`src/rtl/ext_pkg.sv`:
```
// Shared types and helpers for the extension unit: operation encoding and
// the byte-offset width derived from the datapath width.
package ext_pkg;

  localparam int EXT_MODE_W = 3;

  typedef enum logic [EXT_MODE_W-1:0] {
    EXT_ZERO  = 3'd0,
    EXT_SIGN  = 3'd1,
    EXT_UPPER = 3'd2,
    EXT_LB    = 3'd3,
    EXT_LBU   = 3'd4,
    EXT_LH    = 3'd5,
    EXT_LHU   = 3'd6,
    EXT_LW    = 3'd7
  } ext_mode_e;

  // Bits needed to address any byte lane of a data_w-bit word.
  function automatic int off_w(int data_w);
    return $clog2(data_w / 8);
  endfunction

endpackage

```
`src/rtl/ext_pipe_if.sv`:
```
// Valid/ready request and result channels of the extension unit.
// master is the producer/consumer side, slave is the unit itself.
interface ext_pipe_if #(
  parameter int DATA_W = 32,
  parameter int TAG_W  = 5
);
  localparam int OFF_W = ext_pkg::off_w(DATA_W);

  logic                 in_valid;
  logic                 in_ready;
  ext_pkg::ext_mode_e   in_mode;
  logic [DATA_W-1:0]    in_data;
  logic [OFF_W-1:0]     in_off;
  logic [TAG_W-1:0]     in_tag;

  logic                 out_valid;
  logic                 out_ready;
  logic [DATA_W-1:0]    out_data;
  logic [TAG_W-1:0]     out_tag;
  logic                 out_err;

  modport master (
    output in_valid, in_mode, in_data, in_off, in_tag, out_ready,
    input  in_ready, out_valid, out_data, out_tag, out_err
  );

  modport slave (
    input  in_valid, in_mode, in_data, in_off, in_tag, out_ready,
    output in_ready, out_valid, out_data, out_tag, out_err
  );

endinterface

```
`src/rtl/ext_core.sv`:
```
// Combinational extender: immediate zero/sign/upper extension and load-lane
// extraction with alignment checking. Shared with the decode stage.
module ext_core
  import ext_pkg::*;
#(
  parameter int DATA_W = 32,
  parameter int IMM_W  = 16,
  parameter int OFF_W  = off_w(DATA_W)
) (
  input  ext_mode_e         mode,
  input  logic [DATA_W-1:0] data,
  input  logic [OFF_W-1:0]  off,
  output logic [DATA_W-1:0] res,
  output logic              err
);

  logic [IMM_W-1:0]  imm;
  logic [DATA_W-1:0] lane;

  assign imm  = data[IMM_W-1:0];
  // Little-endian lanes: shifting by off bytes puts the addressed byte at [7:0].
  assign lane = data >> {off, 3'b000};

  always_comb begin
    // NOTE: every output gets a default first so no path through the case infers a latch.
    res = '0;
    err = 1'b0;
    case (mode)
      EXT_ZERO:  res = {{(DATA_W-IMM_W){1'b0}}, imm};
      EXT_SIGN:  res = {{(DATA_W-IMM_W){imm[IMM_W-1]}}, imm};
      EXT_UPPER: res = {imm, {(DATA_W-IMM_W){1'b0}}};
      EXT_LB:    res = {{(DATA_W-8){lane[7]}}, lane[7:0]};
      EXT_LBU:   res = {{(DATA_W-8){1'b0}}, lane[7:0]};
      EXT_LH: begin
        err = off[0];
        res = {{(DATA_W-16){lane[15]}}, lane[15:0]};
      end
      EXT_LHU: begin
        err = off[0];
        res = {{(DATA_W-16){1'b0}}, lane[15:0]};
      end
      EXT_LW: begin
        err = |off;
        res = data;
      end
    endcase
    if (err) res = '0;
  end

endmodule

```
`src/rtl/ext_pipe.sv`:
```
// Registered, flow-controlled extension stage: ext_core followed by a main
// output register M and a skid register S so in_ready is purely registered.
module ext_pipe
  import ext_pkg::*;
#(
  parameter int DATA_W = 32,
  parameter int IMM_W  = 16,
  parameter int TAG_W  = 5
) (
  input  logic       clk,
  input  logic       rst_n,
  input  logic       flush,
  ext_pipe_if.slave  bus
);

  localparam int OFF_W = off_w(DATA_W);

  logic [DATA_W-1:0] core_data;
  logic              core_err;

  logic              m_valid, s_valid;
  logic [DATA_W-1:0] m_data,  s_data;
  logic [TAG_W-1:0]  m_tag,   s_tag;
  logic              m_err,   s_err;

  logic accept;
  logic m_load;

  ext_core #(
    .DATA_W (DATA_W),
    .IMM_W  (IMM_W),
    .OFF_W  (OFF_W)
  ) u_core (
    .mode (bus.in_mode),
    .data (bus.in_data),
    .off  (bus.in_off),
    .res  (core_data),
    .err  (core_err)
  );

  assign accept = bus.in_valid & ~s_valid;
  // M may be overwritten whenever it is empty or its result is leaving.
  assign m_load = ~m_valid | bus.out_ready;

  // NOTE: sequential state uses non-blocking assignments only, so every register
  // samples pre-edge values regardless of statement order.
  always_ff @(posedge clk or negedge rst_n) begin
    if (!rst_n) begin
      m_valid <= 1'b0;
      m_data  <= '0;
      m_tag   <= '0;
      m_err   <= 1'b0;
      s_valid <= 1'b0;
    end else if (flush) begin
      m_valid <= 1'b0;
      s_valid <= 1'b0;
    end else if (m_load) begin
      // S only ever holds the older beat, so it drains into M first.
      m_valid <= s_valid | accept;
      s_valid <= 1'b0;
      if (s_valid) begin
        m_data <= s_data;
        m_tag  <= s_tag;
        m_err  <= s_err;
      end else if (accept) begin
        m_data <= core_data;
        m_tag  <= bus.in_tag;
        m_err  <= core_err;
      end
    end else if (accept) begin
      s_valid <= 1'b1;
    end
  end

  // NOTE: the skid payload has no reset; it is only ever read while s_valid is set.
  always_ff @(posedge clk) begin
    if (accept && !m_load) begin
      s_data <= core_data;
      s_tag  <= bus.in_tag;
      s_err  <= core_err;
    end
  end

  assign bus.in_ready  = ~s_valid;
  assign bus.out_valid = m_valid;
  assign bus.out_data  = m_data;
  assign bus.out_tag   = m_tag;
  assign bus.out_err   = m_err;

endmodule

```
`src/flat_wrapper.sv`:
```
// flat-port wrapper written by rule: the top's interface ports become plain ports
module ext_pipe_flat import ext_pkg::*;
#(
  parameter int DATA_W = 32,
  parameter int IMM_W  = 16,
  parameter int TAG_W  = 5
)
  (clk, rst_n, flush, bus_in_valid, bus_in_mode, bus_in_data, bus_in_off, bus_in_tag, bus_out_ready, bus_in_ready, bus_out_valid, bus_out_data, bus_out_tag, bus_out_err);
  ext_pipe_if #(.DATA_W(DATA_W), .TAG_W(TAG_W)) bus_i ();
  input  logic clk;
  input  logic rst_n;
  input  logic flush;
  input wire logic [$bits(bus_i.in_valid)-1:0] bus_in_valid;
  input wire logic [$bits(bus_i.in_mode)-1:0] bus_in_mode;
  input wire logic [$bits(bus_i.in_data)-1:0] bus_in_data;
  input wire logic [$bits(bus_i.in_off)-1:0] bus_in_off;
  input wire logic [$bits(bus_i.in_tag)-1:0] bus_in_tag;
  input wire logic [$bits(bus_i.out_ready)-1:0] bus_out_ready;
  output wire logic [$bits(bus_i.in_ready)-1:0] bus_in_ready;
  output wire logic [$bits(bus_i.out_valid)-1:0] bus_out_valid;
  output wire logic [$bits(bus_i.out_data)-1:0] bus_out_data;
  output wire logic [$bits(bus_i.out_tag)-1:0] bus_out_tag;
  output wire logic [$bits(bus_i.out_err)-1:0] bus_out_err;
  assign bus_i.in_valid = bus_in_valid;
  assign bus_i.in_mode = bus_in_mode;
  assign bus_i.in_data = bus_in_data;
  assign bus_i.in_off = bus_in_off;
  assign bus_i.in_tag = bus_in_tag;
  assign bus_i.out_ready = bus_out_ready;
  assign bus_in_ready = bus_i.in_ready;
  assign bus_out_valid = bus_i.out_valid;
  assign bus_out_data = bus_i.out_data;
  assign bus_out_tag = bus_i.out_tag;
  assign bus_out_err = bus_i.out_err;
  ext_pipe #(.DATA_W(DATA_W), .IMM_W(IMM_W), .TAG_W(TAG_W)) u_core (.clk(clk), .rst_n(rst_n), .flush(flush), .bus(bus_i));
endmodule
```
`config.mk`:
```
export PLATFORM = sky130hd
export DESIGN_NAME = ext_pipe_flat
export DESIGN_NICKNAME = d
export VERILOG_FILES = /design/src/rtl/ext_pkg.sv /design/src/rtl/ext_pipe_if.sv /design/src/rtl/ext_core.sv /design/src/rtl/ext_pipe.sv /design/src/flat_wrapper.sv
export SDC_FILE = /design/constraint.sdc
export NUM_CORES = 1
export LEC_CHECK = 0
export CORE_MARGIN = 5
export CORE_UTILIZATION = 57
export DETAILED_ROUTE_END_ITERATION = 12
export PLACE_DENSITY_LB_ADDON = 0.1
export SLEW_MARGIN = 20
export SYNTH_ARGS = -nofsm -noshare
export SYNTH_HDL_FRONTEND = slang
export SYNTH_SLANG_ARGS = --single-unit
```
`constraint.sdc`:
```
create_clock -name clk -period 5.34 [get_ports clk]
set_clock_uncertainty 0.2 [all_clocks]
set_input_delay 1.068 -clock clk [delete_from_list [all_inputs] [get_ports clk]]
set_output_delay 1.068 -clock clk [all_outputs]
set_load 0.01 [all_outputs]
```
* After elaboration in Yosys (flattened, before gate mapping)
Index checks and enable logic that the tools add are counted.
** Storage, ports and cells
- Bits in latches :: 0
- Flip-flop bits (word level) :: 78
- Bits of input ports :: 47
- Memory bits (writable) :: 0
- Bits in read-only memories :: 0
- Output and inout port bits :: 40
- Memories kept :: 0
- Logic and storage cells :: 45
** Operators by class
- Multiply operators :: 0
- Add/sub/neg operators :: 0
- Reductions and logical operators :: 9
- Mux-type cells :: 14
- Bitwise operators :: 6
- Divide/modulo/power cells :: 0
- Equal/unequal tests :: 7
- Magnitude comparators :: 0
- Shift-type cells :: 1
** Operators by type and width (number)
- $pmux W32 S8 :: 1
- $mux W32 :: 3
- $shr A32 B5 Y16 :: 1
- $eq A3 B3 Y1 const B :: 4
- $mux W5 :: 2
- $mux W1 :: 7
- $eq A3 B2 Y1 const B :: 2
- $reduce_bool A2 Y1 :: 2
- $reduce_or A2 Y1 :: 2
- $eq A3 B1 Y1 const B :: 1
- $logic_not A3 Y1 :: 1
- $not A1 Y1 :: 3
- $reduce_and A3 Y1 :: 1
- $reduce_bool A3 Y1 :: 1
- $or A1 B1 Y1 :: 2
- $pmux W1 S2 :: 1
- $and A1 B1 Y1 :: 1
- $logic_and A1 B1 Y1 :: 1
- $logic_not A1 Y1 :: 1

* Longest topological paths before layout
- Depth after elaboration :: 6
- Depth in mapped cells :: 7

* Hierarchy
A second synthesis with hierarchy kept.
** Unflattened totals
- Cells, all modules :: 373
- Area total of the unflattened synthesis :: 4471.8 um^2
** Modules (own cells, without submodules)
- ext_pipe :: area each 3236.9 um^2, cells each 170, seq. area each 2142.1 um^2, instances 1
- ext_core :: area each 1234.9 um^2, cells each 203, seq. area each 0.0 um^2, instances 1

* Least setup slack after synthesis
Ideal clock, no wire load.
- Kind :: input to register
- Start :: input bus_out_ready
- End :: register u_core.s_data[0], enable pin
- Path slack :: 2.487 ns
- Buffers on the path :: 0
- Cell stages on the path :: 2
- Library setup time :: 0.399 ns
- Arrival time :: 2.254 ns
- Data required time :: 4.741 ns
- Cells stage by stage :: nor2b_1 > and3_1
** Between the ends
- Cells in the longest elaborated chain, start to end :: 3
** RTL lines
- start: declaration :: line flat_wrapper.sv:18 : input wire logic [$bits(bus_i.out_ready)-1:0] bus_out_ready;
- $or A1 B1 Y1 :: line ext_pipe.sv:43 : assign m_load = ~m_valid | bus.out_ready;
- $logic_not A1 Y1 :: line ext_pipe.sv:77 : if (accept && !m_load) begin
- $logic_and A1 B1 Y1 :: line ext_pipe.sv:77
- end signal: assignment :: line ext_pipe.sv:78 : s_data <= core_data;
- end: declaration :: line ext_pipe.sv:22 : logic [DATA_W-1:0] m_data, s_data;
No other way between the ends.
A chain may end at the register's enable or synchronous reset.

* Final worst setup path
- Start :: input bus_in_mode[0]
- End :: register u_core.m_data[19] (netlist: u_core.bus.out_data[19])
** Between the ends
- Cells in the longest elaborated chain, start to end :: 6
- Elaborated cells on any way between the ends :: 14
- Those cells by class :: 7 x eq/ne; 5 x mux; 2 x reduce/logical
** RTL lines
- start: declaration :: line flat_wrapper.sv:14 : input wire logic [$bits(bus_i.in_mode)-1:0] bus_in_mode;
- $eq A3 B3 Y1 :: line ext_core.sv:28 : case (mode)
- $reduce_or A2 Y1 (no line)
- $pmux W1 S2 :: line ext_core.sv:28
- $mux W32 (*) :: line ext_core.sv:47 : if (err) res = '0;
- $mux W32 (*) :: line ext_pipe.sv:65 : end else if (accept) begin
- $mux W32 (*) :: line ext_pipe.sv:61 : if (s_valid) begin
- end signal: assignment :: line ext_pipe.sv:62 : m_data <= s_data;
- end signal: assignment :: line ext_pipe.sv:66 : m_data <= core_data;
- end: declaration :: line ext_pipe.sv:22
Every way passes the cells marked *; elsewhere a longest branch is shown, timed or not. The select of a mux whose other input is x is not followed.

==> reports/qor.csv <==
metric,value,unit
status,"finished, final reports clean",
vias,3901,
CTS tree,built,
period utilisation layout,68.55,%
RSZ-0062 raised after global routing,no,
ANT cells,0,
Final Util,73.02,%
Initial Util,58.97,%
Layout area overhead,23.82,%
initial antenna violation count,0,
Pleak,2.025,nW
global-route wire length before repair,19830,microns
WP data required,5.40,ns
"commonest non-fill, non-tap cells in the layout","85 x clkdlybuf4s50_1, 40 x dfrtp_1, 38 x edfxtp_1",
"CTS clk-pin slew, worst paths",0.09,ns
synthesized net count,500,
Pwr Density,275.5,nW/um^2
Post-Route WL,12200,microns
Seq cells post-synth,78,
Final Hold Viols,0,
drt first-iter violations,310,
sequential area share after synthesis,46.76,%
HPWL after DPL,8528,microns
vias in the first global route,3821,
drt wl/cell,19.48,microns
Final Net Count,566,
max-cap violations,0,
drt pass-1 iters,5,
final setup fails,0,
fin. max-slew vios,0,
Gate Count Post-Synth,453,
Peak VDD IR,0.0001452,V
Power Total,0.001563,W
Post-synth EDFFs,38,
"area leader, netlist",edfxtp_1,
layout cells sized above 1,13.17,%
share of the synthesized area in the top cell type,24.91,%
min-delay worst type,flop to flop,
post-synthesis area per instance,10.11,sq um
crit path time final,3.660,ns
Root Buffer,clkbuf_8,
Post-Syn Area,4581,sq um
worst skew pair latency,0.36,ns
antenna-violating nets left,0,
synth top area cells,"edfxtp_1 25%, dfrtp_1 22%, mux2i_1 4.8%",
global route total overflow,0,
fmax,0.2732,GHz
die width,99.65,microns
clock sink count,78,
Buffers on Ports,86,
number of fill cells in the layout,578,
FF-to-FF setup slack,2.32,ns
die area,9929,sq um
largest net degree at the start of global routing,55,
critical path class,primary input to flop,
crit path DAT,3.72,ns
Post-CTS Resized,0,
Yosys Warn Count,0,
Slew HR,37.98,%
vias per cell,6.232,
Total GRT Usage,25.26,%
Rows,32,
crit path launch type,primary input,
Main synth FF type,dfrtp_1,
CTS Buffer Depth,2,
Cell variety after synth,55,
"commonest non-fill, non-tap cell in the layout",clkdlybuf4s50_1,
I/O pins,87,
Setup Buffers After CTS,0,
H-tree levels,3,
Post-synth ARST share,51.28,%
Critical Path End Type,flop,
Tightest Pin Transition,0.9273,ns
Inserted Clock Buffers,9,
"Hold-fix buffers, CTS",0,
Die H,99.65,microns
GPL Wtd Cong,0.9087,
core area,7767,sq um
worst-path fanout max,29,
DR DRC count,0,
setup TNS,0,ns
[cell usage after synthesis, types with 8 or more instances]
library cell	count
o211ai_1	19
nand2_1	25
nor2_1	33
mux2i_1	22
and2_1	9
a211oi_2	9
o21ai_0	8
edfxtp_1	38
a21boi_0	16
clkbuf_1	22
nand2b_1	26
a31oi_1	8
nand3_1	36
buf_2	13
a211oi_1	8
dfrtp_1	40
or3b_2	17
a21oi_1	9
[sequential cells by signal (all words and copies together), names as in the netlist]
signal,flops
u_core.s_tag,5
u_core.s_err,1
u_core.bus.out_err,1
u_core.bus.out_data,32
u_core.s_valid,1
u_core.s_data,32
u_core.bus.out_tag,5
u_core.bus.out_valid,1
[worst max-delay path: stages]
cell and delay, ns:
clkdlybuf4s50_1 0.90, buf_4 0.38, and3b_1 0.24, a32o_1 0.70
a211oi_1 0.18, o211ai_1 0.25
[logic make-up (layout without fill, tap and decap cells)]
family          count (synthesis)  after routing  synth area share, %
fa+ha+maj                       1              1               0.2185
simple gates                  178            178                21.25
flops                          78             78                46.76
compound gates                119            119                20.05
mux                            30             30                7.020
buf+inv                        47            118                4.698
[routing by layer]
| layer | track usage, % | vias to the layer above | share of wire [%] |
|---|---|---|---|
| met5 | 0 | - | 0 |
| met4 | 9.874 | 0 | 2.6 |
| met3 | 5.470 | 25 | 6.6 |
| met2 | 39.05 | 152 | 48 |
| met1 | 34.81 | 1892 | 43 |
| li1 | - | 1832 | - |
[cell type report]
class / count / area, sq um / area share, %
multi-input cells: 328 / 2230 / 39.31
flip-flops and latches: 78 / 2142 / 37.77
repair buffers: 97 / 963.4 / 16.99
clock buffers: 11 / 131.4 / 2.316
well taps: 102 / 127.6 / 2.250
clock inverters: 5 / 58.81 / 1.037
inverters: 5 / 18.77 / 0.3309
[path summary, 6_finish.rpt]
path                                    from                 endpoint  cells after the start
hold / removal             u_core.s_data[14]  u_core.bus.out_data[14]                      2
min in group asynchronous              rst_n  u_core.bus.out_data[31]                      1
max in group asynchronous              rst_n   u_core.bus.out_data[3]                      2
setup / recovery              bus_in_mode[0]  u_core.bus.out_data[19]                      6
setup reg to reg              u_core.s_valid  u_core.bus.out_data[20]                      6
hold reg to reg            u_core.s_data[14]  u_core.bus.out_data[14]                      2
[per-stage QoR]
| stage | area, sq um | setup WS, ns | instances | hold WS, ns |
|---|---|---|---|---|
| 2_1_floorplan | 4581 | 2.487 | 453 | 0.2625 |
| 5_1_grt | 5672 | 1.417 | 626 | 0.3311 |
| 4_1_cts | 5652 | 1.748 | 625 | 0.2975 |
| 6_report | 5672 | 1.680 | 626 | 0.2938 |
| 3_3_place_gp | 5461 | 1.444 | 609 | 0.2703 |
| 3_5_place_dp | 5461 | 1.377 | 609 | 0.2785 |
[report_power, final]
group | switching, W | internal (W)
registers | 0.0000295 | 0.000692
clock network | 0.000225 | 0.000217
logic | 0.000197 | 0.000202
total | 0.000452 | 0.00111
Power figures use the tool's default switching activity.
==> RTL change (config.mk and constraints unchanged) <==
`TAG_W` is set to 5 in 3 places; all go to 10.
--- a/src/rtl/ext_pipe_if.sv
+++ b/src/rtl/ext_pipe_if.sv
@@ -2,7 +2,7 @@
 // master is the producer/consumer side, slave is the unit itself.
 interface ext_pipe_if #(
   parameter int DATA_W = 32,
-  parameter int TAG_W  = 5
+  parameter int TAG_W  = 10
 );
   localparam int OFF_W = ext_pkg::off_w(DATA_W);
 
--- a/src/rtl/ext_pipe.sv
+++ b/src/rtl/ext_pipe.sv
@@ -5,7 +5,7 @@
 #(
   parameter int DATA_W = 32,
   parameter int IMM_W  = 16,
-  parameter int TAG_W  = 5
+  parameter int TAG_W  = 10
 ) (
   input  logic       clk,
   input  logic       rst_n,
--- a/src/flat_wrapper.sv
+++ b/src/flat_wrapper.sv
@@ -3,7 +3,7 @@
 #(
   parameter int DATA_W = 32,
   parameter int IMM_W  = 16,
-  parameter int TAG_W  = 5
+  parameter int TAG_W  = 10
 )
   (clk, rst_n, flush, bus_in_valid, bus_in_mode, bus_in_data, bus_in_off, bus_in_tag, bus_out_ready, bus_in_ready, bus_out_valid, bus_out_data, bus_out_tag, bus_out_err);
   ext_pipe_if #(.DATA_W(DATA_W), .TAG_W(TAG_W)) bus_i ();
Ports: changed (resized bus_in_tag and bus_out_tag); port bits go from 87 to 97. No check against the original RTL was run, so the function may have changed too.
==> RTL change against the original RTL <==
  * Critical endpoint is now u_core.bus.out_data[31]
  * Sequential power is 14% higher
  * Synthesized cell count is 4.0% lower
  * Setup slack worse by 260 ps
  * Utilization is 0.57 points higher
  * Sequential cell count is 10 higher
  * Combinational power is 8.5% higher
  * Wire length is 5.4% higher
  * Power is 11% higher
  * Sequential share of layout area is 4.7 points higher
  * Area after synthesis is 1.5% lower
  * Maximum frequency is 6.6% lower
  * Design area is 0.26% higher
==> RTL change: results <==
export IMPL_synth_edf_count=43
export IMPL_track_usage_pct=26.3
export IMPL_layout_cells_non_filler=619
export IMPL_numPortBuffers=96
export IMPL_min_from="u_core.bus.out_tag[9]"
export IMPL_grt_pass1_wl_um=20400
export IMPL_synth_top_flop_cell="dfrtp_1"
export IMPL_synth_warnings=0
export IMPL_p_leak_nw=2.23
export IMPL_clk_latency_ps=360
export IMPL_n_antenna_cell=0
export IMPL_rr_startpoint="u_core.s_valid"
export IMPL_drive_above_1_share_pct=8.12
export IMPL_cts_buffers=9
export IMPL_ys_seq_area_share_pct=53.6
export IMPL_path_clk_slew_ps=90
export IMPL_fin_nets=564
export IMPL_dp_cells=603
export IMPL_finalHoldViolations=0
export IMPL_nFillCells=560
export IMPL_antenna_found_initial=0
export IMPL_grt_max_degree=54
export IMPL_whs_ps=288
export IMPL_place_gp_congestion=0.869
export IMPL_worstPathMaxFanout=20
export IMPL_synthTopCellsByCount="48 x nor2_1, 45 x a21oi_1, 45 x dfrtp_1, 43 x edfxtp_1, 41 x o21ai_0"
export IMPL_root_buffer="clkbuf_8"
export IMPL_outcome="finished, final reports clean"
export IMPL_routedWlPerCell_um=20.8
export IMPL_dr_pass1_iters=5
export IMPL_cts_resized=0
export IMPL_crit_start="bus_in_off[0]"
export IMPL_ir_drop_v=0.000173
export IMPL_clock_path_buffers=2
export IMPL_arrival_ps=3970
export IMPL_synth_cells=435
export IMPL_hold_class="flip-flop to flip-flop"
export IMPL_synth_top_cells_by_area="edfxtp_1 29%, dfrtp_1 25%, a21oi_1 5.0%, a22o_1 4.7%, o21ai_0 4.5%"
export IMPL_swShare_pct=29.1
export IMPL_vias_per_cell=6.34
export IMPL_yosysUniqueCellTypes=43
export IMPL_grt_pass1_vias=3933
export IMPL_async_reset_ff_share_pct=51.1
export IMPL_drt_iter0_drc=334
export IMPL_synth_net_count=487
export IMPL_cts_htree_levels=3
export IMPL_dpl_hpwl_um=8830
export IMPL_cts_setup_buffers=0
export IMPL_worst_pin_slew_ps=1050
[RTL change: changes by cell type in the layout (fill, tap and decap cells not counted), moves of 10 or more]
cell	before	now
o211ai_1	19	2
nand2b_1	26	2
clkdlybuf4s50_1	85	95
a22o_1	2	24
o22ai_1	2	18
o21ai_0	8	41
nand3_1	36	3
or3b_2	17	0
a21boi_0	16	0
mux2i_1	22	12
nor2_1	33	47
a21oi_1	9	45
[RTL change: path summary, 6_finish.rpt]
check | to | cells after the start | slack (ps)
max in group asynchronous | u_core.bus.out_data[2] | 1 | 4000
min in group asynchronous | u_core.bus.out_tag[3] | 1 | 520
worst max-delay path | u_core.bus.out_data[31] | 6 | 1420
worst max register to register | u_core.bus.out_data[2] | 5 | 2740
worst min register to register | u_core.bus.out_tag[9] | 2 | 290
worst min-delay path | u_core.bus.out_tag[9] | 2 | 290
[RTL change: cell families after synthesis]
family	Yosys count	share of synthesized area, %
compound gates	180	27.3
xor+xnor	2	0.388
buf+inv	45	4.49
flops	88	53.6
mux	14	3.41
simple gates	106	10.8
[RTL change: final cells by class]
class,count,area share [%]
Tap cell,102,2.24
Timing Repair Buffer,102,17.6
Inverter,9,0.594
Clock buffer,11,2.49
Clock inverter,5,1.12
Sequential cell,88,42.5
Multi-Input combinational cell,302,33.4
[RTL change: power groups by stage]
stage | combinational [W] | clock, W | sequential, W
after floorplan | 0.000181 | 0 | 0.000858
after global placement | 0.000422 | 0 | 0.000831
after detailed placement | 0.000432 | 0 | 0.000835
after CTS | 0.000433 | 0.000484 | 0.000820
after global routing | 0.000466 | 0.000517 | 0.000829
final | 0.000433 | 0.000484 | 0.000821
[RTL change: per-layer routing]
layer | routed length (um) | global-route usage [%] | vias to the layer above
li1 | - | - | 1786
met1 | 5390 | 36.9 | 1903
met2 | 6200 | 42.0 | 221
met3 | 1120 | 6.02 | 15
met4 | 140 | 5.67 | 0
met5 | 0 | 0 | -
[RTL change: critical path, stage by stage]
cell             delay, ps
clkdlybuf4s50_1        900
nor2b_1                530
a2bb2oi_1              220
o311ai_4               880
a21oi_1                140
o22ai_1                220
[RTL change: per-stage QoR]
stage	utilization (%)	setup slack, ps	area, um^2
3_3_place_gp	70.9	1210	5480
6_report	73.6	1420	5690
3_5_place_dp	70.9	1090	5480
2_1_floorplan	-	163	4510
5_1_grt	73.6	1210	5690
4_1_cts	73.5	1460	5680
